### src/rtl/vx_tcu_drl_mask_expand.sv
// Expands DRL per-lane valid masks into per-element operand masks.
// Format is latched per block of BEATS beats; output is an elastic register + skid stage.
module vx_tcu_drl_mask_expand #(
  parameter int N              = 2,
  parameter int TCK            = 2 * N,
  parameter int BEATS          = 4,
  parameter int TCU_MAX_INPUTS = 4 * TCK
) (
  input  logic                                  clk,
  input  logic                                  reset,
  input  logic                                  valid_in,
  output logic                                  ready_in,
  input  logic [TCK-1:0]                        lane_mask_in,
  input  logic [3:0]                            fmt_s,
  output logic                                  valid_out,
  input  logic                                  ready_out,
  output logic [TCU_MAX_INPUTS-1:0]             vld_mask_out,
  output logic [$clog2(TCU_MAX_INPUTS+1)-1:0]   elem_cnt_out,
  output logic [$clog2(BEATS)-1:0]              beat_idx_out,
  output logic                                  last_out,
  output logic                                  fmt_err
);

  localparam int CW = $clog2(TCU_MAX_INPUTS + 1);
  localparam int BW = $clog2(BEATS);

  localparam logic [3:0] TCU_FP16_ID = 4'd1;
  localparam logic [3:0] TCU_BF16_ID = 4'd2;
  localparam logic [3:0] TCU_FP8_ID  = 4'd3;
  localparam logic [3:0] TCU_BF8_ID  = 4'd4;
  localparam logic [3:0] TCU_TF32_ID = 4'd5;
  localparam logic [3:0] TCU_I8_ID   = 4'd9;
  localparam logic [3:0] TCU_U8_ID   = 4'd10;
  localparam logic [3:0] TCU_I4_ID   = 4'd11;
  localparam logic [3:0] TCU_U4_ID   = 4'd12;

  if (TCU_MAX_INPUTS < 4 * TCK) begin : g_bad_inputs
    $error("TCU_MAX_INPUTS must be at least 4*TCK");
  end
  if (BEATS < 2 || (BEATS & (BEATS - 1)) != 0) begin : g_bad_beats
    $error("BEATS must be a power of two and at least 2");
  end

  typedef struct packed {
    logic [TCU_MAX_INPUTS-1:0] mask;
    logic [CW-1:0]             cnt;
    logic [BW-1:0]             idx;
    logic                      last;
  } beat_t;

  logic [BW-1:0] bcnt_reg;
  logic [3:0]    fmt_q_reg;
  logic          fmt_err_reg;
  logic          out_valid_reg;
  logic          skid_valid_reg;
  beat_t         out_reg;
  beat_t         skid_reg;
  beat_t         beat_next;

  logic          first_beat;
  logic [3:0]    fmt_eff;
  logic          is_half, is_tf32, is_byte, is_nib, fmt_known;
  logic          accept, out_ready, err_next;
  logic [4*TCK-1:0]          lane_elems;
  logic [TCU_MAX_INPUTS-1:0] mask_next;
  logic [CW-1:0]             cnt_next;

  assign first_beat = (bcnt_reg == '0);
  assign fmt_eff    = first_beat ? fmt_s : fmt_q_reg;

  always_comb begin
    is_half = 1'b0;
    is_tf32 = 1'b0;
    is_byte = 1'b0;
    is_nib  = 1'b0;
    case (fmt_eff)
      TCU_FP16_ID, TCU_BF16_ID:                     is_half = 1'b1;
      TCU_TF32_ID:                                  is_tf32 = 1'b1;
      TCU_FP8_ID, TCU_BF8_ID, TCU_I8_ID, TCU_U8_ID: is_byte = 1'b1;
      TCU_I4_ID, TCU_U4_ID:                         is_nib  = 1'b1;
      default: ;
    endcase
  end

  assign fmt_known = is_half | is_tf32 | is_byte | is_nib;

  // Each lane owns a 4-element slot; an unknown format leaves every flag low.
  genvar gi;
  for (gi = 0; gi < TCK; gi++) begin : g_lane
    localparam bit EVEN_LANE = (gi % 2) == 0;
    logic lane;
    assign lane = lane_mask_in[gi];
    assign lane_elems[4*gi +: 4] = {
      is_nib & lane,
      (is_nib | is_byte) & lane,
      is_nib & lane,
      (is_half | is_byte | is_nib | (is_tf32 & EVEN_LANE)) & lane
    };
  end

  assign mask_next = TCU_MAX_INPUTS'(lane_elems);

  always_comb begin
    cnt_next = '0;
    for (int k = 0; k < TCU_MAX_INPUTS; k++) begin
      cnt_next = cnt_next + CW'(mask_next[k]);
    end
  end

  assign beat_next.mask = mask_next;
  assign beat_next.cnt  = cnt_next;
  assign beat_next.idx  = bcnt_reg;
  assign beat_next.last = (bcnt_reg == BW'(BEATS - 1));

  assign ready_in  = !skid_valid_reg;
  assign accept    = valid_in && ready_in;
  assign out_ready = !out_valid_reg || ready_out;
  assign err_next  = fmt_err_reg |
                     (accept & (!fmt_known | (!first_beat & (fmt_s != fmt_q_reg))));

  always_ff @(posedge clk or posedge reset) begin
    if (reset) begin
      bcnt_reg       <= '0;
      fmt_q_reg      <= '0;
      fmt_err_reg    <= 1'b0;
      out_valid_reg  <= 1'b0;
      skid_valid_reg <= 1'b0;
      out_reg        <= '0;
      skid_reg       <= '0;
    end else begin
      if (accept) begin
        bcnt_reg <= bcnt_reg + BW'(1);
        if (first_beat) fmt_q_reg <= fmt_s;
      end
      fmt_err_reg <= err_next;
      // A full skid implies no accept this cycle, so skid and new beat never collide.
      if (out_ready) begin
        if (skid_valid_reg) begin
          out_reg        <= skid_reg;
          out_valid_reg  <= 1'b1;
          skid_valid_reg <= 1'b0;
        end else begin
          out_valid_reg <= accept;
          if (accept) out_reg <= beat_next;
        end
      end else if (accept) begin
        skid_reg       <= beat_next;
        skid_valid_reg <= 1'b1;
      end
    end
  end

  assign valid_out    = out_valid_reg;
  assign vld_mask_out = out_reg.mask;
  assign elem_cnt_out = out_reg.cnt;
  assign beat_idx_out = out_reg.idx;
  assign last_out     = out_reg.last;
  assign fmt_err      = fmt_err_reg;

endmodule

### config.mk
export PLATFORM = sky130hd
export DESIGN_NAME = vx_tcu_drl_mask_expand
export DESIGN_NICKNAME = d
export VERILOG_FILES = /design/src/rtl/vx_tcu_drl_mask_expand.sv
export SDC_FILE = /design/constraint.sdc
export NUM_CORES = 1
export LEC_CHECK = 0
export BUFFER_PORTS_ARGS = -buffer_cell sky130_fd_sc_hd__buf_4
export CORE_MARGIN = 2
export CORE_UTILIZATION = 55
export DETAILED_ROUTE_END_ITERATION = 7
export HOLD_SLACK_MARGIN = 0.02
export PLACE_DENSITY = 0.77
export SKIP_CTS_REPAIR_TIMING = 1
export SYNTH_ARGS = -nofsm -noshare
export SYNTH_HDL_FRONTEND = slang
export SYNTH_SLANG_ARGS = --single-unit
### constraint.sdc
create_clock -name clk -period 5.3 [get_ports clk]
set_clock_uncertainty 0.2 [all_clocks]
set_input_delay 1.325 -clock clk [delete_from_list [all_inputs] [get_ports clk]]
set_output_delay 1.325 -clock clk [all_outputs]
set_load 0.03 [all_outputs]
# Yosys cells after proc, flatten, opt, wreduce, memory -nomap -nowiden
# Cells that the tools add are included.
dict set report word_totals {
  ff_bits 57
  inputBits 12
  output_inout_bits 27
}
dict set report classes {
  n_addsub 16
  eq_ne 11
  muxes 10
  n_bitwise 24
  n_reduce_logical 14
}
# operator n
set ops {}
lappend ops {{5-bit by 1-bit adder with 5-bit output} 11}
lappend ops {{24-bit two-way mux} 2}
lappend ops {{4-bit equality test (second input constant)} 4}
lappend ops {{1-bit bitwise AND} 14}
lappend ops {{1-bit OR} 9}
lappend ops {{4-bit by 2-bit equality test with 1-bit output (second input constant)} 2}
lappend ops {{4-bit by 3-bit equality test with 1-bit output (second input constant)} 2}
lappend ops {{1-bit two-way mux} 7}
lappend ops {{4-bit by 1-bit adder with 5-bit output} 1}
lappend ops {{3-bit by 1-bit adder with 4-bit output} 1}
lappend ops {{4-bit by 1-bit equality test with 1-bit output (second input constant)} 1}
lappend ops {{1-bit logical NOT} 4}
lappend ops {{4-bit two-way mux} 1}
lappend ops {{4-bit != test} 1}
lappend ops {{2-bit AND reduction} 2}
lappend ops {{2-bit nonzero test} 2}
lappend ops {{2-bit OR reduction} 2}
lappend ops {{4-bit OR reduction} 1}
lappend ops {{2-bit by 1-bit adder with 3-bit output} 1}
lappend ops {{1-bit by 1-bit adder with 2-bit output} 1}
lappend ops {{2-bit by 1-bit adder with 2-bit output (second input constant)} 1}
lappend ops {{2-bit equality test (second input constant)} 1}
lappend ops {{2-bit logical NOT} 1}
lappend ops {{1-bit logical AND} 1}
lappend ops {{2 further kinds} 2}

# Depth between registers and ports, before layout
# Gate-level depths: netlist (run 1).
dict set report logic_depth {
  ltp_word 26
  mapped_depth 19
}

# Least setup slack after synthesis (run 1)
# Ideal clock, no wire load.
dict set report synth_path {
  kind {input port to flip-flop}
  startpoint {in fmt_s[1]}
  endpoint {reg out_reg (netlist bit elem_cnt_out[4])}
  setup_ns 0.065
  arrival_time_ns 4.670
  t_required_ns 5.035
  slack_ns 0.365
  cell_stages 16
  path_buffers 0
  path_cell_list {mux2i_2 -> a21oi_1 -> nand2b_4 -> and2_1 -> fa_1 -> inv_1 -> fa_1 -> inv_1 -> fa_1 -> ha_1 -> inv_1 -> fa_1 -> nor2b_1 -> o21ai_0 -> o21ai_0 -> mux2_2}
}
# item line_no
set synth_rtl {}
lappend synth_rtl {{start, declared} 14} ;# input logic [3:0] fmt_s,
lappend synth_rtl {{end signal, assigned} 139} ;# out_reg <= skid_reg;
lappend synth_rtl {{end signal, assigned} 144} ;# if (accept) out_reg <= beat_next;
lappend synth_rtl {{end, declared} 56} ;# beat_t out_reg;

==> impl_metrics.csv, run 1 <==
group,metric,value,unit
yosys,ys_types,39,
global_routing,track_usage,0.2186,
floorplan,die_w,72.53,um
global_routing,antenna_found_initial,0,
power_and_ir_drop,power.density,669.8,mW/mm^2
yosys,seq_area_frac_synth,0.4748,
clocking,cts-root-buf,"clkbuf_8",
clocking,numCtsBuffers,5,
timing,drv_slew,0,
timing,hold_violations,0,
layout,largest_reg_flops,20,
setup_path,worstPathArrival,4.88,ns
setup_path,cp-end-kind,"register",
power_and_ir_drop,p_clk_frac,0.134,
global_routing,grt_max_degree,50,
yosys,ys_seq_elements,49,
power_and_ir_drop,seqPwrFrac,0.294,
layout,multiInputGateArea,0.001216,sq mm
timing,max_slew_margin,0.2844,
setup_path,cp_num_buf_inv,4,
place,placed_area,0.002879,sq mm
layout,regArea,0.001226,sq mm
yosys,syn-num-nets,289,
yosys,syn_area,0.002582,sq mm
floorplan,coreArea,0.004444,sq mm
timing,min_period,4.933,ns
routing,ant_nets,0,
floorplan,rows,24,
place,io_buffers,38,
layout,drive_gt1_frac,0.2114,
layout,final_core_util,0.6737,
setup_path,cpMaxStageDelayCell,"fa_1",
yosys,syn-mean-instance-area,9.782,sq um
power_and_ir_drop,leakage,1.481,nW
yosys,yosysWarnings,0,
setup_path,crit_required,5.24,ns
yosys,synth-edff-count,0,
setup_path,worst-setup-path-type,"in2reg",
layout,nFillCells,360,
routing,drc_errors,0,
clocking,clock_latency,0.31,ns
floorplan,die_h,72.53,um
setup_path,crit_path_cell_trace,"buf_4 -> mux2i_2 -> maj3_1 -> o21ai_2 -> and2_1 -> fa_1 -> inv_1 -> fa_1 -> inv_1 -> fa_1 -> ha_1 -> inv_1 -> fa_1 -> xor2_1 -> nor2_1 -> a21oi_1 -> o21ai_0",
global_routing,overflow,0,
power_and_ir_drop,p_sw_frac,0.4357,
yosys,ys.flop_type,"dfrtp_1",
timing,period_share,0.9308,
layout,nets,322,
timing,final-setup-viol-count,0,
timing,worst_pin_slew,1.073,ns
clocking,cts_tree,"done",
flow_run,drv_cap,0,
timing,fin_setup_tns,0,ns
routing,drt_iter0_drc,84,
floorplan,dieArea,0.005260,sq mm
global_routing,grt_pass1_vias,1919,
power_and_ir_drop,p_comb_frac,0.571,
yosys,synth_area_leaders,"dfrtp_1 47%, o21ai_0 7.4%, nand2_1 6.5%, fa_1 4.7%, ha_1 3.4%",
layout,final_cell_area,0.002994,sq mm
yosys,async_flop_share,1.000,
setup_path,critPathMaxFanout,7,
setup_path,critPathTopFamily,"adder cells",
routing,via_per_inst,5.589,
global_routing,grt_pass1_wl,8873,um
timing,fmax,202.7,MHz
clocking,clockBufferDepth,2,
setup_path,cp-start-kind,"input port",
floorplan,start_util,0.5811,
routing,dr_total_vias,1956,
yosys,synth.top_cell.area_share,0.4748,
power_and_ir_drop,total_power,2.005,mW
setup_path,cpPeakStageDelay,0.51,ns
place,dp_hpwl,3637,um
routing,routed_wl,5158,um
worst_hold_path,hold_path.class,"reg2reg",
yosys,synth_top_area_cell,"dfrtp_1",
clocking,clock-sinks,49,
place,place.gp.congestion,0.7626,
clocking,htree_levels,2,
power_and_ir_drop,switchingPower,0.8737,mW
power_and_ir_drop,intPower,1.132,mW
yosys,syn-instance-count,264,
status,status,"finished, final reports clean",
setup_path,path_common_cell,"fa_1",
timing,rsz0062_at_grt,"false",
routing,dr.pass1.iters,4,
routing,routedWlPerCell,14.74,um
clocking,clk_pin_slew_worst_paths,0.09,ns
floorplan,io_pins,39,
layout,syn2layout_area_growth,15.94,%
layout,n_antenna_cell,0,
power_and_ir_drop,irDropWorstVdd,0.0003459,V
[layer usage]
| metal | vias to the layer above | share of wire | GRT usage |
|---|---|---|---|
| li1 | 956 | - | - |
| met4 | 0 | 0.011 | 0.06173 |
| met2 | 36 | 0.49 | 0.3596 |
| met5 | - | 0 | 0 |
| met3 | 6 | 0.040 | 0.04167 |
| met1 | 958 | 0.46 | 0.2974 |
[worst register-to-register path: stages (launching register included)]
cell	delay, ns
dfrtp_1	0.41
inv_1	0.11
ha_1	0.40
mux2i_2	0.42
maj3_1	0.26
o21ai_2	0.10
and2_1	0.19
fa_1	0.51
inv_1	0.05
fa_1	0.48
inv_1	0.05
fa_1	0.48
ha_1	0.16
inv_1	0.05
fa_1	0.39
xor2_1	0.17
nor2_1	0.05
a21oi_1	0.12
o21ai_0	0.08
[worst paths after layout]
check / startpoint / to / slack [ns] / cells past startpoint
max in group asynchronous: reset / skid_reg[10]$_DFFE_PP0P_ / 3.22 / 2
hold reg to reg: skid_reg[20]$_DFFE_PP0P_ / skid_reg[20]$_DFFE_PP0P_ / 0.29 / 2
setup reg to reg: bcnt_reg[0]$_DFFE_PP0P_ / elem_cnt_out[2]$_DFFE_PP0P_ / 0.46 / 18
setup / recovery: fmt_s[0] / elem_cnt_out[2]$_DFFE_PP0P_ / 0.37 / 17
min in group asynchronous: reset / elem_cnt_out[2]$_DFFE_PP0P_ / 1.07 / 2
hold / removal: skid_reg[20]$_DFFE_PP0P_ / skid_reg[20]$_DFFE_PP0P_ / 0.29 / 2
[placed cells by master, fill, tap and decap left out, types with 2 or more instances in the layout]
cell type / synthesis / routed
dfrtp_1: 49 / 49
nand2_1: 45 / 45
buf_4: 4 / 42
o21ai_0: 38 / 38
inv_1: 15 / 14
and3_1: 13 / 13
a21oi_1: 12 / 12
and2_1: 8 / 8
nor2_1: 7 / 7
ha_1: 7 / 7
a221o_1: 6 / 6
fa_1: 6 / 6
xnor2_1: 5 / 5
mux2i_1: 5 / 5
clkbuf_8: 0 / 5
nor2b_1: 3 / 3
mux2_2: 3 / 3
nand2b_1: 2 / 2
o21ai_2: 1 / 2
nor3b_1: 2 / 2
mux2i_2: 2 / 2
nand3_1: 2 / 2
xor2_1: 2 / 2
nand4_1: 2 / 2
[cell usage after synthesis, types with 4 or more instances]
cell	count
a21oi_1	12
a221o_1	6
and3_1	13
fa_1	6
inv_1	15
mux2i_1	5
and2_1	8
nor2_1	7
xnor2_1	5
ha_1	7
o21ai_0	38
nand2_1	45
clkbuf_1	7
dfrtp_1	49
buf_4	4
[cell type report]
cell class	instances	area share
inverter	15	0.01880
tap	52	0.02173
sequential	49	0.4095
timing repair buffer	42	0.1053
multi-input combinational	184	0.4062
clock buffer	5	0.02298
clock inverter	3	0.01546
[power groups by stage]
stage,Sequential [mW],Clock [mW],Combinational (mW)
after floorplan,0.699,0,0.731
after global placement,0.592,0,1.12
after detailed placement,0.598,0,1.16
after CTS,0.591,0.275,1.16
after global routing,0.609,0.287,1.30
final,0.590,0.270,1.15
[metrics by stage]
step | worst slack (ns) | std cells | hold WS (ns)
5_1_grt | 0.1367 | 350 | 0.3131
3_5_place_dp | 0.01631 | 342 | 0.2626
4_1_cts | 0.3673 | 350 | 0.2842
6_report | 0.3670 | 350 | 0.2863
2_1_floorplan | 0.3645 | 264 | 0.2423
3_3_place_gp | 0.1231 | 342 | 0.2545
[logic make-up after synthesis]
kind of cell | synth area share
AOI/OAI and AO/OA | 0.1454
xor gates and xnor gates | 0.02374
adders and majority gates | 0.08430
buffers and inverters | 0.05571
DFF | 0.4748
muxes | 0.04893
and+or+nand+nor | 0.1671
No activity file was read; power rests on OpenSTA's default activity.
==> inputs of run 2 (changes only) <==
--- a/config.mk
+++ b/config.mk
@@ -11,6 +11,7 @@
 export DETAILED_ROUTE_END_ITERATION = 7
 export HOLD_SLACK_MARGIN = 0.02
 export PLACE_DENSITY = 0.77
+export RECOVER_POWER = 25
 export SKIP_CTS_REPAIR_TIMING = 1
 export SYNTH_ARGS = -nofsm -noshare
 export SYNTH_HDL_FRONTEND = slang
==> impl_metrics.csv, run 2 (synthesized netlist as in run 1, its figures left out) <==
group,metric,value,unit
status,status,"finished with violations",
status,violations,"capacitance limit, slew limit",
layout,n_antenna_cell,0,
clocking,cts_tree,"done",
routing,dr_total_vias,1950,
global_routing,overflow,0,
setup_path,crit_required,5.24,ns
clocking,cts-root-buf,"clkbuf_8",
routing,via_per_inst,5.571,
clocking,clockBufferDepth,2,
layout,final_cell_mix,"49 x dfrtp_1, 45 x nand2_1, 39 x buf_4",
floorplan,coreArea,0.004444,sq mm
routing,ant_nets,0,
timing,fin_setup_tns,0,ns
layout,nets,322,
timing,final-setup-viol-count,0,
routing,wirelength_met1,2407,um
global_routing,grt_pass1_wl,8873,um
setup_path,regToRegStartpoint,"bcnt_reg[0]$_DFFE_PP0P_",
floorplan,start_util,0.5811,
clocking,numCtsBuffers,5,
layout,final_cell_area,0.002987,sq mm
routing,route.met3.wl,205,um
timing,fmax,202.8,MHz
layout,fin_cells,350,
clocking,clock-sinks,49,
routing,drc_errors,0,
floorplan,rows,24,
floorplan,dieArea,0.005260,sq mm
routing,drt_iter0_drc,91,
timing,period_share,0.9305,
setup_path,r2r-end,"elem_cnt_out[2]$_DFFE_PP0P_",
clocking,clock_latency,0.31,ns
place,place.gp.congestion,0.7626,
setup_path,cp-end-kind,"register",
setup_path,worstPathArrival,4.87,ns
setup_path,cp-start-kind,"input port",
power_and_ir_drop,power.density,670.0,mW/mm^2
global_routing,grt_pass1_vias,1919,
worst_hold_path,hold_path.class,"reg2reg",
timing,drv_slew,50,
timing,max_slew_margin,-0.2269,
global_routing,grt_max_degree,50,
flow_run,drv_cap,1,
place,io_buffers,38,
clocking,clk_pin_slew_worst_paths,0.09,ns
worst_hold_path,hold_path_depth,2,
timing,worst_pin_slew,1.838,ns
layout,final_core_util,0.6720,
place,placed_area,0.002879,sq mm
setup_path,worst-setup-path-type,"in2reg",
power_and_ir_drop,irDropWorstVdd,0.0003367,V
place,dp.cells,342,
floorplan,die_w,72.53,um
setup_path,critPathMaxFanout,7,
floorplan,die_h,72.53,um
timing,min_period,4.932,ns
layout,drive_gt1_frac,0.2013,
setup_path,r2r_slack,0.48,ns
routing,routed_wl,5166,um
global_routing,antenna_found_initial,0,
worst_hold_path,min_to,"skid_reg[3]$_DFFE_PP0P_",
routing,met2_length,2494,um
layout,largest_reg_flops,20,
global_routing,track_usage,0.2186,
routing,routedWlPerCell,14.76,um
worst_hold_path,hold_start,"skid_reg[3]$_DFFE_PP0P_",
power_and_ir_drop,leakage,1.479,nW
timing,rsz0062_at_grt,"false",
timing,hold_violations,0,
place,dp_hpwl,3637,um
place,dp_slack,0.01631,ns
routing,highest_layer,"met4",
floorplan,io_pins,39,
timing,finalWorstSetupSlack,0.3684,ns
layout,syn2layout_area_growth,15.65,%
routing,dr.pass1.iters,4,
setup_path,rr_worst_depth,18,
layout,layout_commonest_cell,"dfrtp_1",
clocking,htree_levels,2,
## run 2: layout make-up
class	instances	area [sq um]
well taps	52	65.06
clock buffers	5	68.82
flip-flops and latches	49	1226
fillers	362	1458
repair buffers	42	311.5
inverters	15	56.30
clock inverters	3	46.29
multi-input cells	184	1212
## run 2: metrics by stage
stage / hold WS (ns) / power (mW)
after floorplan: 0.2423 / 1.430
after global placement: 0.2545 / 1.709
after detailed placement: 0.2626 / 1.754
after CTS: 0.2842 / 2.025
after global routing: 0.3131 / 2.188
final: 0.2851 / 2.001
## run 2: how the worst max path moves through the flow
stage / from / to / slack (ns)
2_1_floorplan: fmt_s[1] / elem_cnt_out[4]$_DFFE_PP0P_ / 0.36
3_3_place_gp: fmt_s[0] / elem_cnt_out[2]$_DFFE_PP0P_ / 0.12
3_5_place_dp: fmt_s[0] / elem_cnt_out[2]$_DFFE_PP0P_ / 0.02
4_1_cts: fmt_s[0] / elem_cnt_out[2]$_DFFE_PP0P_ / 0.37
5_1_grt: fmt_s[0] / elem_cnt_out[4]$_DFFE_PP0P_ / 0.14
6_report: fmt_s[0] / elem_cnt_out[2]$_DFFE_PP0P_ / 0.37
## run 2: layer usage
metal / vias to the layer above / GRT usage
met5: - / 0
met4: 0 / 0.06173
met3: 6 / 0.04167
met2: 36 / 0.3596
met1: 950 / 0.2974
li1: 958 / -
## run 2: worst max-delay path, cell delays in order
cell,delay (ns)
buf_4,0.12
mux2i_2,0.30
maj3_1,0.26
o21ai_2,0.10
and2_1,0.19
fa_1,0.51
inv_1,0.05
fa_1,0.48
inv_1,0.05
fa_1,0.48
ha_1,0.16
inv_1,0.05
fa_1,0.39
xor2_1,0.17
nor2_1,0.05
a21oi_1,0.11
o21ai_0,0.08
## run 2: power breakdown
group          internal (mW)  leakage, nW  switching, mW  total (mW)
clock                  0.141       0.0543          0.128       0.269
sequential             0.510        0.638         0.0798       0.590
combinational          0.477        0.787          0.665        1.14
